--- src/rtl/pool_writeback_if.sv ---
`default_nettype none
// ============================================================================
//  Module      : pool_writeback_if
//  Description : Window-input and memory-write handshake bundle for pool_writeback.
//  Revision    : 1.0  initial release
// ============================================================================
interface pool_writeback_if #(
    parameter int ADDR_W = 8
);
    logic                  in_valid;
    logic                  in_ready;
    logic [0:3][7:0]       in_data;
    logic                  in_last;
    logic                  wr_en;
    logic                  wr_ready;
    logic [ADDR_W-1:0]     wr_addr;
    logic [7:0]            wr_data;

    modport slave (
        input  in_valid, in_data, in_last, wr_ready,
        output in_ready, wr_en, wr_addr, wr_data
    );

    modport master (
        output in_valid, in_data, in_last, wr_ready,
        input  in_ready, wr_en, wr_addr, wr_data
    );
endinterface
`default_nettype wire

--- src/rtl/pool_writeback.sv ---
`default_nettype none
// ============================================================================
//  Module      : pool_writeback
//  Description : Threshold-ReLU + 2x2 max-pool of PE windows, FIFO-buffered
//                streaming to the output feature-map memory.
//  Revision    : 1.0  initial release
// ============================================================================
module pool_writeback #(
    parameter int ADDR_W    = 8,
    parameter int OUT_WORDS = 256,
    parameter int DEPTH     = 4,
    parameter int THRESH    = 0
) (
    input  logic               clk,
    input  logic               rst,
    input  logic               start,
    pool_writeback_if.slave    bus,
    output logic [ADDR_W:0]    count,
    output logic               done
);

    localparam int                     c_ptr_w     = $clog2(DEPTH);
    localparam logic [c_ptr_w:0]       c_depth     = (c_ptr_w+1)'(DEPTH);
    localparam logic [ADDR_W-1:0]      c_last_addr = ADDR_W'(OUT_WORDS - 1);
    localparam logic [7:0]             c_thresh    = 8'(THRESH);

    typedef enum logic [1:0] {
        S_IDLE  = 2'd0,
        S_RUN   = 2'd1,
        S_FLUSH = 2'd2,
        S_DONE  = 2'd3
    } state_t;

    state_t                r_state;
    logic [7:0]            r_mem [DEPTH];
    logic [c_ptr_w-1:0]    r_rd_ptr;
    logic [c_ptr_w-1:0]    r_wr_ptr;
    logic [c_ptr_w:0]      r_fill;
    logic [ADDR_W-1:0]     r_wr_addr;
    logic [ADDR_W:0]       r_count;
    logic                  r_done;

    logic [7:0]            w_max01;
    logic [7:0]            w_max23;
    logic [7:0]            w_max;
    logic [8:0]            w_diff;
    logic [7:0]            w_pooled;
    logic                  w_empty;
    logic                  w_full;
    logic                  w_in_ready;
    logic                  w_push;
    logic                  w_pop;

    assign w_max01  = (bus.in_data[0] > bus.in_data[1]) ? bus.in_data[0] : bus.in_data[1];
    assign w_max23  = (bus.in_data[2] > bus.in_data[3]) ? bus.in_data[2] : bus.in_data[3];
    assign w_max    = (w_max01 > w_max23) ? w_max01 : w_max23;
    // Borrow out of max-THRESH marks "below threshold" without a constant compare when THRESH is 0.
    assign w_diff   = {1'b0, w_max} - {1'b0, c_thresh};
    assign w_pooled = w_diff[8] ? 8'd0 : w_max;

    assign w_empty    = (r_fill == '0);
    assign w_full     = (r_fill == c_depth);
    assign w_in_ready = (r_state == S_RUN) && !w_full;
    assign w_push     = bus.in_valid && w_in_ready;
    assign w_pop      = !w_empty && bus.wr_ready;

    assign bus.in_ready = w_in_ready;
    assign bus.wr_en    = !w_empty;
    assign bus.wr_data  = w_empty ? 8'd0 : r_mem[r_rd_ptr];
    assign bus.wr_addr  = r_wr_addr;
    assign count        = r_count;
    assign done         = r_done;

    always_ff @(posedge clk) begin
        if (w_push) begin
            r_mem[r_wr_ptr] <= w_pooled;
        end
    end

    always_ff @(posedge clk) begin
        if (!rst) begin
            r_state   <= S_IDLE;
            r_rd_ptr  <= '0;
            r_wr_ptr  <= '0;
            r_fill    <= '0;
            r_wr_addr <= '0;
            r_count   <= '0;
            r_done    <= 1'b0;
        end else begin
            if (w_push) begin
                r_wr_ptr <= r_wr_ptr + c_ptr_w'(1);
            end
            if (w_pop) begin
                r_rd_ptr  <= r_rd_ptr + c_ptr_w'(1);
                r_wr_addr <= (r_wr_addr == c_last_addr) ? '0 : r_wr_addr + ADDR_W'(1);
                if (r_count != '1) begin
                    r_count <= r_count + (ADDR_W+1)'(1);
                end
            end
            case ({w_push, w_pop})
                2'b10:   r_fill <= r_fill + (c_ptr_w+1)'(1);
                2'b01:   r_fill <= r_fill - (c_ptr_w+1)'(1);
                default: r_fill <= r_fill;
            endcase

            // FIFO is always empty in IDLE/DONE, so the start clears cannot race a pop.
            case (r_state)
                S_IDLE, S_DONE: begin
                    if (start) begin
                        r_state   <= S_RUN;
                        r_wr_addr <= '0;
                        r_count   <= '0;
                        r_done    <= 1'b0;
                    end
                end
                S_RUN: begin
                    if (w_push && bus.in_last) begin
                        r_state <= S_FLUSH;
                    end
                end
                S_FLUSH: begin
                    if (w_empty) begin
                        r_state <= S_DONE;
                        r_done  <= 1'b1;
                    end
                end
                default: r_state <= S_IDLE;
            endcase
        end
    end

endmodule
`default_nettype wire
--- src/flat_wrapper.sv ---
// flat-port wrapper written by rule: the top's interface ports become plain ports
module pool_writeback_flat 
#(
    parameter int ADDR_W    = 8,
    parameter int OUT_WORDS = 256,
    parameter int DEPTH     = 4,
    parameter int THRESH    = 0
)
  (clk, rst, start, count, done, bus_in_valid, bus_in_data, bus_in_last, bus_wr_ready, bus_in_ready, bus_wr_en, bus_wr_addr, bus_wr_data);
  pool_writeback_if #(.ADDR_W(ADDR_W)) bus_i ();
  input  logic clk;
  input  logic rst;
  input  logic start;
  output logic [ADDR_W:0] count;
  output logic done;
  input wire logic [$bits(bus_i.in_valid)-1:0] bus_in_valid;
  input wire logic [$bits(bus_i.in_data)-1:0] bus_in_data;
  input wire logic [$bits(bus_i.in_last)-1:0] bus_in_last;
  input wire logic [$bits(bus_i.wr_ready)-1:0] bus_wr_ready;
  output wire logic [$bits(bus_i.in_ready)-1:0] bus_in_ready;
  output wire logic [$bits(bus_i.wr_en)-1:0] bus_wr_en;
  output wire logic [$bits(bus_i.wr_addr)-1:0] bus_wr_addr;
  output wire logic [$bits(bus_i.wr_data)-1:0] bus_wr_data;
  assign bus_i.in_valid = bus_in_valid;
  assign bus_i.in_data = bus_in_data;
  assign bus_i.in_last = bus_in_last;
  assign bus_i.wr_ready = bus_wr_ready;
  assign bus_in_ready = bus_i.in_ready;
  assign bus_wr_en = bus_i.wr_en;
  assign bus_wr_addr = bus_i.wr_addr;
  assign bus_wr_data = bus_i.wr_data;
  pool_writeback #(.ADDR_W(ADDR_W), .OUT_WORDS(OUT_WORDS), .DEPTH(DEPTH), .THRESH(THRESH)) u_core (.clk(clk), .rst(rst), .start(start), .bus(bus_i), .count(count), .done(done));
endmodule
--- config.mk ---
export PLATFORM = sky130hd
export DESIGN_NAME = pool_writeback_flat
export DESIGN_NICKNAME = d
export VERILOG_FILES = /design/src/rtl/pool_writeback_if.sv /design/src/rtl/pool_writeback.sv /design/src/flat_wrapper.sv
export SDC_FILE = /design/constraint.sdc
export NUM_CORES = 1
export LEC_CHECK = 0
export ABC_CLOCK_PERIOD_IN_PS = 3200
export BUFFER_PORTS_ARGS = -buffer_cell sky130_fd_sc_hd__buf_2
export CAP_MARGIN = 20
export CORE_MARGIN = 2
export CORE_UTILIZATION = 55
export DETAILED_ROUTE_END_ITERATION = 10
export HOLD_SLACK_MARGIN = 0.1
export PLACE_DENSITY_LB_ADDON = 0.3
export SYNTH_ARGS = -nofsm -noshare
export SYNTH_HDL_FRONTEND = slang
export SYNTH_SLANG_ARGS = --single-unit
--- constraint.sdc ---
create_clock -name clk -period 3.2 [get_ports clk]
set_clock_uncertainty 0.05 [all_clocks]
set_input_delay 0 -clock clk [delete_from_list [all_inputs] [get_ports clk]]
set_output_delay 0 -clock clk [all_outputs]
set_load 0.1 [all_outputs]
==> results of run 1 <==
## sequential cells by signal, summed over array words and instances (netlist names), named ones only
| register | count |
|---|---|
| u_core.r_mem | 32 |
| u_core.count | 9 |
| u_core.bus.wr_addr | 8 |
| u_core.r_fill | 3 |
| u_core.r_rd_ptr | 2 |
| u_core.r_state | 2 |
| u_core.r_wr_ptr | 2 |
| u_core.done | 1 |
## synth_stat cells (5+ instances only)
cell type and instances:
a21oi_1 14, dfxtp_1 29, edfxtp_1 32, ha_1 33, inv_1 37, mux2i_1 27, mux4_2 8, nand2_1 15
nand4_1 10, nor2_1 25, nor2b_1 11, o211ai_1 5, o21ai_0 5, xor2_1 11
## kinds of logic (layout without fill, tap and decap cells)
group	Yosys count	in the layout
AO/OA/AOI/OAI	46	46
AND/OR/NAND/NOR	75	75
XOR/XNOR	15	15
buffers and inverters	45	126
multiplexers	35	35
flip-flops	61	61
adder cells (fa/ha/maj)	34	34
## stage by stage
step | instance area, um^2 | util | power (mW) | hold slack [ps] | setup slack, ps
final | 4130 | 0.685 | 3.03 | 169 | 339
after floorplan | 3470 | - | 2.08 | 100 | 470
after global routing | 4130 | 0.685 | 3.19 | 227 | 132
after CTS | 4130 | 0.685 | 3.05 | 160 | 372
after global placement | 3880 | 0.643 | 2.29 | 237 | 185
after detailed placement | 3880 | 0.643 | 2.33 | 244 | 41.5
## power by group
group | switching, mW | internal, mW | total (mW)
Sequential | 0.0743 | 0.932 | 1.01
Combinational | 0.933 | 0.391 | 1.32
Clock | 0.276 | 0.424 | 0.700
## worst paths after layout
path	startpoint	to	slack (ps)	depth (start not counted)
hold reg to reg	u_core.bus.wr_addr[7]	u_core.bus.wr_addr[7]	470	2
setup / recovery	bus_in_data[17]	u_core.r_mem[1][6]	340	16
hold / removal	bus_in_valid	u_core.r_wr_ptr[0]	170	4
setup reg to reg	u_core.r_fill[2]	u_core.r_fill[2]	830	9
## layout make-up
cell class                 instances  share of cell area
clock buffer                      12              0.0403
clock inverter                     4              0.0109
inverter                          37              0.0336
multi-input combinational        205               0.420
sequential                        61               0.373
tap                               75              0.0227
timing repair buffer              73              0.0988
## metal layers
metal,up-vias,part of all wire,GRT usage,routed length (um)
li1,1276,-,-,-
met5,-,0,0,0
met4,0,0.0090,0.0792,61
met2,61,0.50,0.350,3380
met1,1202,0.46,0.257,3080
met3,4,0.036,0.0398,246
## layout by cell type, fill, tap and decap left out, drive strengths merged, types with 5 or more instances in the layout
cell type / n
buf: 69
inv: 37
ha: 33
edfxtp: 32
dfxtp: 29
mux2i: 27
nor2: 25
nand2: 16
a21oi: 15
clkbuf: 12
nor2b: 11
xor2: 11
nand4: 10
mux4: 8
o21ai: 6
o211ai: 5
## worst max-delay path, stage by stage
cell and delay [ps]:
buf_2 90, inv_1 40, ha_1 280, nor2b_1 130
o211ai_1 80, o2111ai_1 100, o211a_1 330, mux2i_1 300
inv_1 90, ha_1 310, nor2b_1 130, o211ai_1 160
a21oi_1 100, o22ai_2 150, buf_12 160, mux2i_1 430
==> qor.tcl, run 1 <==
set qor(run_status) {complete, no violations}
set qor(cts_buffers) 9
set qor(synth-seq-cells) 61
set qor(grt_pass1_wl_um) 11500
set qor(io_pins) 66
set qor(finalNonFillerCells) 467
set qor(multi_input_comb_area_um2) 1740
set qor(hp-class) {in2reg}
set qor(syn_avg_cell_area_um2) 11.2
set qor(worstPathMaxFanout) 8
set qor(clkLatencyLatePin_ps) 330
set qor(max_slew.worst_pin.slew_ps) 543
set qor(share_of_cells_above_drive_strength_1) 0.255
set qor(crit_arrival_ps) 2880
set qor(synth-xor-area-share) 0.0379
set qor(synth-edff-count) 32
set qor(drcViolationCount) 0
set qor(start_util) 0.576
set qor(floorplan.die_area_um2) 6960
set qor(setup_viol) 0
set qor(htree_num_levels) 3
set qor(yosysSeqAreaShare) 0.444
set qor(post-route-period-util) 0.894
set qor(synth_async_sr_flop_share) 0
set qor(layout.area.seq_um2) 1540
set qor(cts.hold.buffers_added) 4
set qor(dieHeight_um) 83.4
set qor(cts_tree) {done}
set qor(slew_violations) 0
set qor(synth_cell_type_count) 44
set qor(synth.largest_area_cell) {edfxtp_1}
set qor(synth-main-ff-cell) {edfxtp_1}
set qor(overflow) 0
set qor(critPathKind) {in2reg}
set qor(global_route.usage.total) 0.205
set qor(power.density_nw_per_um2) 734
set qor(clock_tree.buffer_depth) 2
set qor(drt_pre_antenna_iters) 4
set qor(synth_compound_area_frac) 0.0981
set qor(fin_setup_tns_ps) 0
set qor(dpl.hpwl_um) 5170
set qor(final_net_count) 459
set qor(rows) 28
set qor(worstSetupEndpointType) {flip-flop}
set qor(timing.critical_path.required_ps) 3220
set qor(post_cts_resize_count) 0
set qor(detail_route.wirelength_um) 6770
set qor(timing_hold_violations_final) 0
set qor(io_buffer_count) 65
set qor(wl_cell_um) 14.5
set qor(core_um2) 6030
set qor(syn2layout_area_growth_pct) 19.0
set qor(tritoncts_num_sinks) 61
set qor(number_of_buffers_inserted_by_post_cts_setup_repair) 0
set qor(vias) 2543
set qor(grt_max_degree) 15
set qor(synth_largest_type_area_fraction) 0.277
set qor(synth_mux_area_frac) 0.130
set qor(grt_antenna_before_repair) 0
set qor(adder_and_majority_gate_portion_of_the_synthesized_area) 0.125
set qor(grt_setup_unrepaired) {false}
set qor(antenna_left) 0
set qor(vdd_drop_max_uv) 736
set qor(cts.root.buffer_cell) {clkbuf_8}
set qor(fillerInstances) 483
set qor(vias_in_the_first_global_route) 2521
set qor(synthesis.nets) 383
set qor(post_drt_via_cell_ratio) 5.45
set qor(setup.worst_path.start_class) {primary input}
set qor(dp.cells) 447
set qor(synth_cells) 311
set qor(insertedDiodeCount) 0
set qor(timing.max_cap.violations) 0
set qor(yosysWarningCount) 0
set qor(clk_pin_slew_worst_paths_ps) 60
set qor(relSlewSlack) 0.638
set qor(ys_top_cells_by_area) {edfxtp_1 28%, dfxtp_1 17%, ha_1 12%}
set qor(layout_min_cycle_time_ps) 2860
set qor(power.static_leakage_nw) 1.81
set qor(timing.fmax_mhz) 350
set qor(drt_iter0_drc) 85
set qor(gpl_congestion) 0.839
set qor(synth_simple_gate_area_share) 0.110
set qor(syn-cell-area_um2) 3470
set qor(fp.dieW_um) 83.4
set qor(synth_top_family_by_area) {multiplexers}
Power figures use the tool's default switching activity.
==> run 2: changes to the inputs <==
Settings changed: ABC_CLOCK_PERIOD_IN_PS 3200 to 2500, CORE_UTILIZATION 55 to 52, CTS_BUF_LIST set to sky130_fd_sc_hd__clkbuf_4 sky130_fd_sc_hd__clkbuf_8, SLEW_MARGIN set to 10.
Clock period 3.2 ns to 2.5 ns, I/O delays scaled along.
==> run 2 against run 1 <==
The run now ends with setup timing left. Worst hold slack better by 36 ps. Critical path depth is the same. Sequential power is 28% higher. Clock power rose by 21%. Routed wire length up 22%. Global-route usage up 1.1 points. Worst setup slack lost 440 ps. First-iteration DRC count up 73%. Design area up 21%.
==> qor.tcl, run 2 (synthesis results as in run 1) <==
set qor(vias_in_the_first_global_route) 2751 ;# +9.1%
set qor(vias) 2853 ;# +12%
set qor(fin_setup_tns_ps) -3160 ;# -3160 ps
set qor(core_um2) 6390 ;# +6.0%
set qor(timing_hold_violations_final) 0 ;# unchanged
set qor(share_of_cells_above_drive_strength_1) 0.467 ;# +0.212
set qor(antenna_left) 0 ;# unchanged
set qor(finalNonFillerCells) 522 ;# +12%
set qor(failed_checks) {setup timing}
set qor(hp-class) {in2reg}
set qor(timing.fmax_mhz) 384
set qor(timing.critical_path.required_ps) 2520 ;# -700 ps
set qor(overflow) 0 ;# unchanged
set qor(drcViolationCount) 0 ;# unchanged
set qor(wl_cell_um) 15.8 ;# +9.0%
set qor(layout_min_cycle_time_ps) 2600
set qor(cp_top_family) {compound AO/OA/AOI/OAI gates}
set qor(max_slew.worst_pin.slew_ps) 528 ;# -15.4 ps
set qor(clk_pin_slew_worst_paths_ps) 70 ;# about the same
set qor(final_worst_path_setup_slack_ps) -105 ;# -444 ps
set qor(gpl_congestion) 0.822 ;# -2.1%
set qor(syn2layout_area_growth_pct) 43.7
set qor(crit_path_cell_trace) {buf_8, inv_8, ha_4, nor2b_4, o211ai_1, o2111ai_2, o211a_1, buf_6, mux2i_2, inv_1, ha_4, nand4_1, a21oi_2, o22ai_4, buf_12, mux2i_4}
set qor(setup_viol) 32 ;# +32
set qor(power.sequential.fraction) 0.306 ;# -0.026
set qor(power.total_mw) 4.21 ;# +39%
set qor(power.density_nw_per_um2) 845 ;# +15%
set qor(cts_tree) {done}
set qor(clock_tree.buffer_depth) 2 ;# unchanged
set qor(critical_path.n_buffers_inverters) 5 ;# +1
set qor(drt_iter0_drc) 147 ;# +73%
set qor(final_net_count) 512 ;# +12%
set qor(timing.max_cap.violations) 0 ;# unchanged
set qor(whs_ps) 205 ;# +36.3 ps
set qor(rows) 29 ;# +3.6%
set qor(power_frac_clock) 0.200 ;# -0.031
set qor(floorplan.die_area_um2) 7340 ;# +5.5%
set qor(worstPathMaxFanout) 8 ;# unchanged
set qor(dp.cells) 496 ;# +11%
set qor(detailedPlace.worstSlack_ps) -550 ;# -591 ps
set qor(worstSetupEndpointType) {flip-flop}
set qor(layout_commonest_cell) {buf_2}
set qor(io_pins) 66 ;# unchanged
set qor(power.static_leakage_nw) 2.08 ;# +15%
set qor(run_status) {finished, violations left}
set qor(grt_max_degree) 15 ;# unchanged
set qor(tritoncts_num_sinks) 61 ;# unchanged
set qor(path_common_cell) {ha_4}
set qor(cpMaxStageDelayCell) {mux2i_2}
set qor(crit_arrival_ps) 2620 ;# -260 ps
set qor(layout.area.seq_um2) 1540 ;# unchanged
set qor(layout_common_cells) {62 x buf_2, 53 x buf_4, 32 x edfxtp_1}
set qor(post-route-period-util) 1.04
set qor(global_route.usage.total) 0.216 ;# +0.0105
set qor(power.switching_fraction) 0.422 ;# -0.00197
set qor(switching_power_mw) 1.78 ;# +38%
set qor(largest_register_ffs) 32 ;# unchanged
set qor(critPathMaxStageDelay_ps) 270 ;# -160 ps
set qor(post_drt_via_cell_ratio) 5.47 ;# +0.37%
set qor(grt_setup_unrepaired) {true}
set qor(critPathKind) {in2reg}
set qor(setup.worst_path.start_class) {primary input}
set qor(htree_num_levels) 3 ;# unchanged
set qor(dpl.hpwl_um) 5620 ;# +8.7%
set qor(regMostFlops) {u_core.r_mem}
set qor(cts.root.buffer_cell) {clkbuf_8}
set qor(clkLatencyLatePin_ps) 330 ;# about the same
set qor(io_buffer_count) 65 ;# unchanged
set qor(grt_antenna_before_repair) 0 ;# unchanged
set qor(detail_route.wirelength_um) 8250 ;# +22%
set qor(power.combinational.fraction) 0.494 ;# +0.057
set qor(grt_pass1_wl_um) 12500 ;# +8.4%
set qor(fp.dieW_um) 85.7 ;# +2.7%
set qor(multi_input_comb_area_um2) 2160 ;# +24%
set qor(slew_violations) 0 ;# unchanged
set qor(dieHeight_um) 85.7 ;# +2.7%
set qor(relSlewSlack) 0.648 ;# +0.0103
set qor(fillerInstances) 377 ;# -22%
set qor(vdd_drop_max_uv) 904 ;# +23%
set qor(insertedDiodeCount) 0 ;# unchanged
set qor(power_report.internal_total_mw) 2.44 ;# +39%
set qor(drt_pre_antenna_iters) 4 ;# unchanged
set qor(cts_buffers) 9 ;# unchanged
set qor(start_util) 0.543 ;# -0.0325
-- run 2: changes by cell type in the layout (fill, tap and decap cells not counted), sizes merged --
cell	change
clkinv	+1
buf	+53
clkbuf	-1
-- run 2: cell type report --
cell class                 count  share of cell area
multi-input combinational    205               0.433
clock inverter                 5              0.0100
tap                           77              0.0193
timing repair buffer         126               0.170
clock buffer                  11              0.0291
inverter                      37              0.0294
sequential                    61               0.309
-- run 2: power by group through the flow --
stage	Clock, mW	Sequential [mW]	Combinational, mW
final	0.845	1.29	2.08
after CTS	0.851	1.29	1.97
after floorplan	0	1.35	1.33
after detailed placement	0	1.31	1.79
after global placement	0	1.30	1.74
after global routing	0.909	1.30	2.22
-- run 2: metal layers --
layer / wire length [um] / GRT usage / up-vias
met1: 3380 / 0.264 / 1373
met3: 349 / 0.0452 / 15
met4: 155 / 0.0707 / 0
li1: - / - / 1382
met2: 4360 / 0.380 / 83
met5: 0 / 0 / -
-- run 2: worst reg2reg max path, delay by kind of cell, from the launching register on --
kind / cells / cell delay, ps
fa+ha+maj: 2 / 540
compound gates: 2 / 450
flops: 1 / 400
simple gates: 1 / 320
buf+inv: 3 / 200
xor+xnor: 1 / 160
-- run 2: what timing repair did --
| item | 4_1_cts | 5_1_grt |
|---|---|---|
| setup buffers | 2 | 4 |
| setup endpoints to repair | 32 | 32 |
| hold endpoints to repair | 10 | 0 |
| resized for setup | 40 | 34 |
| pin swaps | 11 | 17 |
| hold buffers | 4 | 0 |
-- run 2: per-stage QoR --
step,utilization,instance area [um^2]
after floorplan,-,3510
after global placement,0.672,4290
after detailed placement,0.672,4290
after CTS,0.743,4750
after global routing,0.781,4990
final,0.781,4990
-- run 2: path summary, 6_finish.rpt --
kind / start / endpoint / slack (ps) / cells after the start
min: bus_in_valid / u_core.r_wr_ptr[0] / 210 / 5
max reg2reg: u_core.r_fill[2] / u_core.r_fill[2] / 300 / 9
min reg2reg: u_core.bus.wr_addr[5] / u_core.bus.wr_addr[5] / 470 / 2
max: bus_in_data[17] / u_core.r_mem[3][4] / -100 / 16
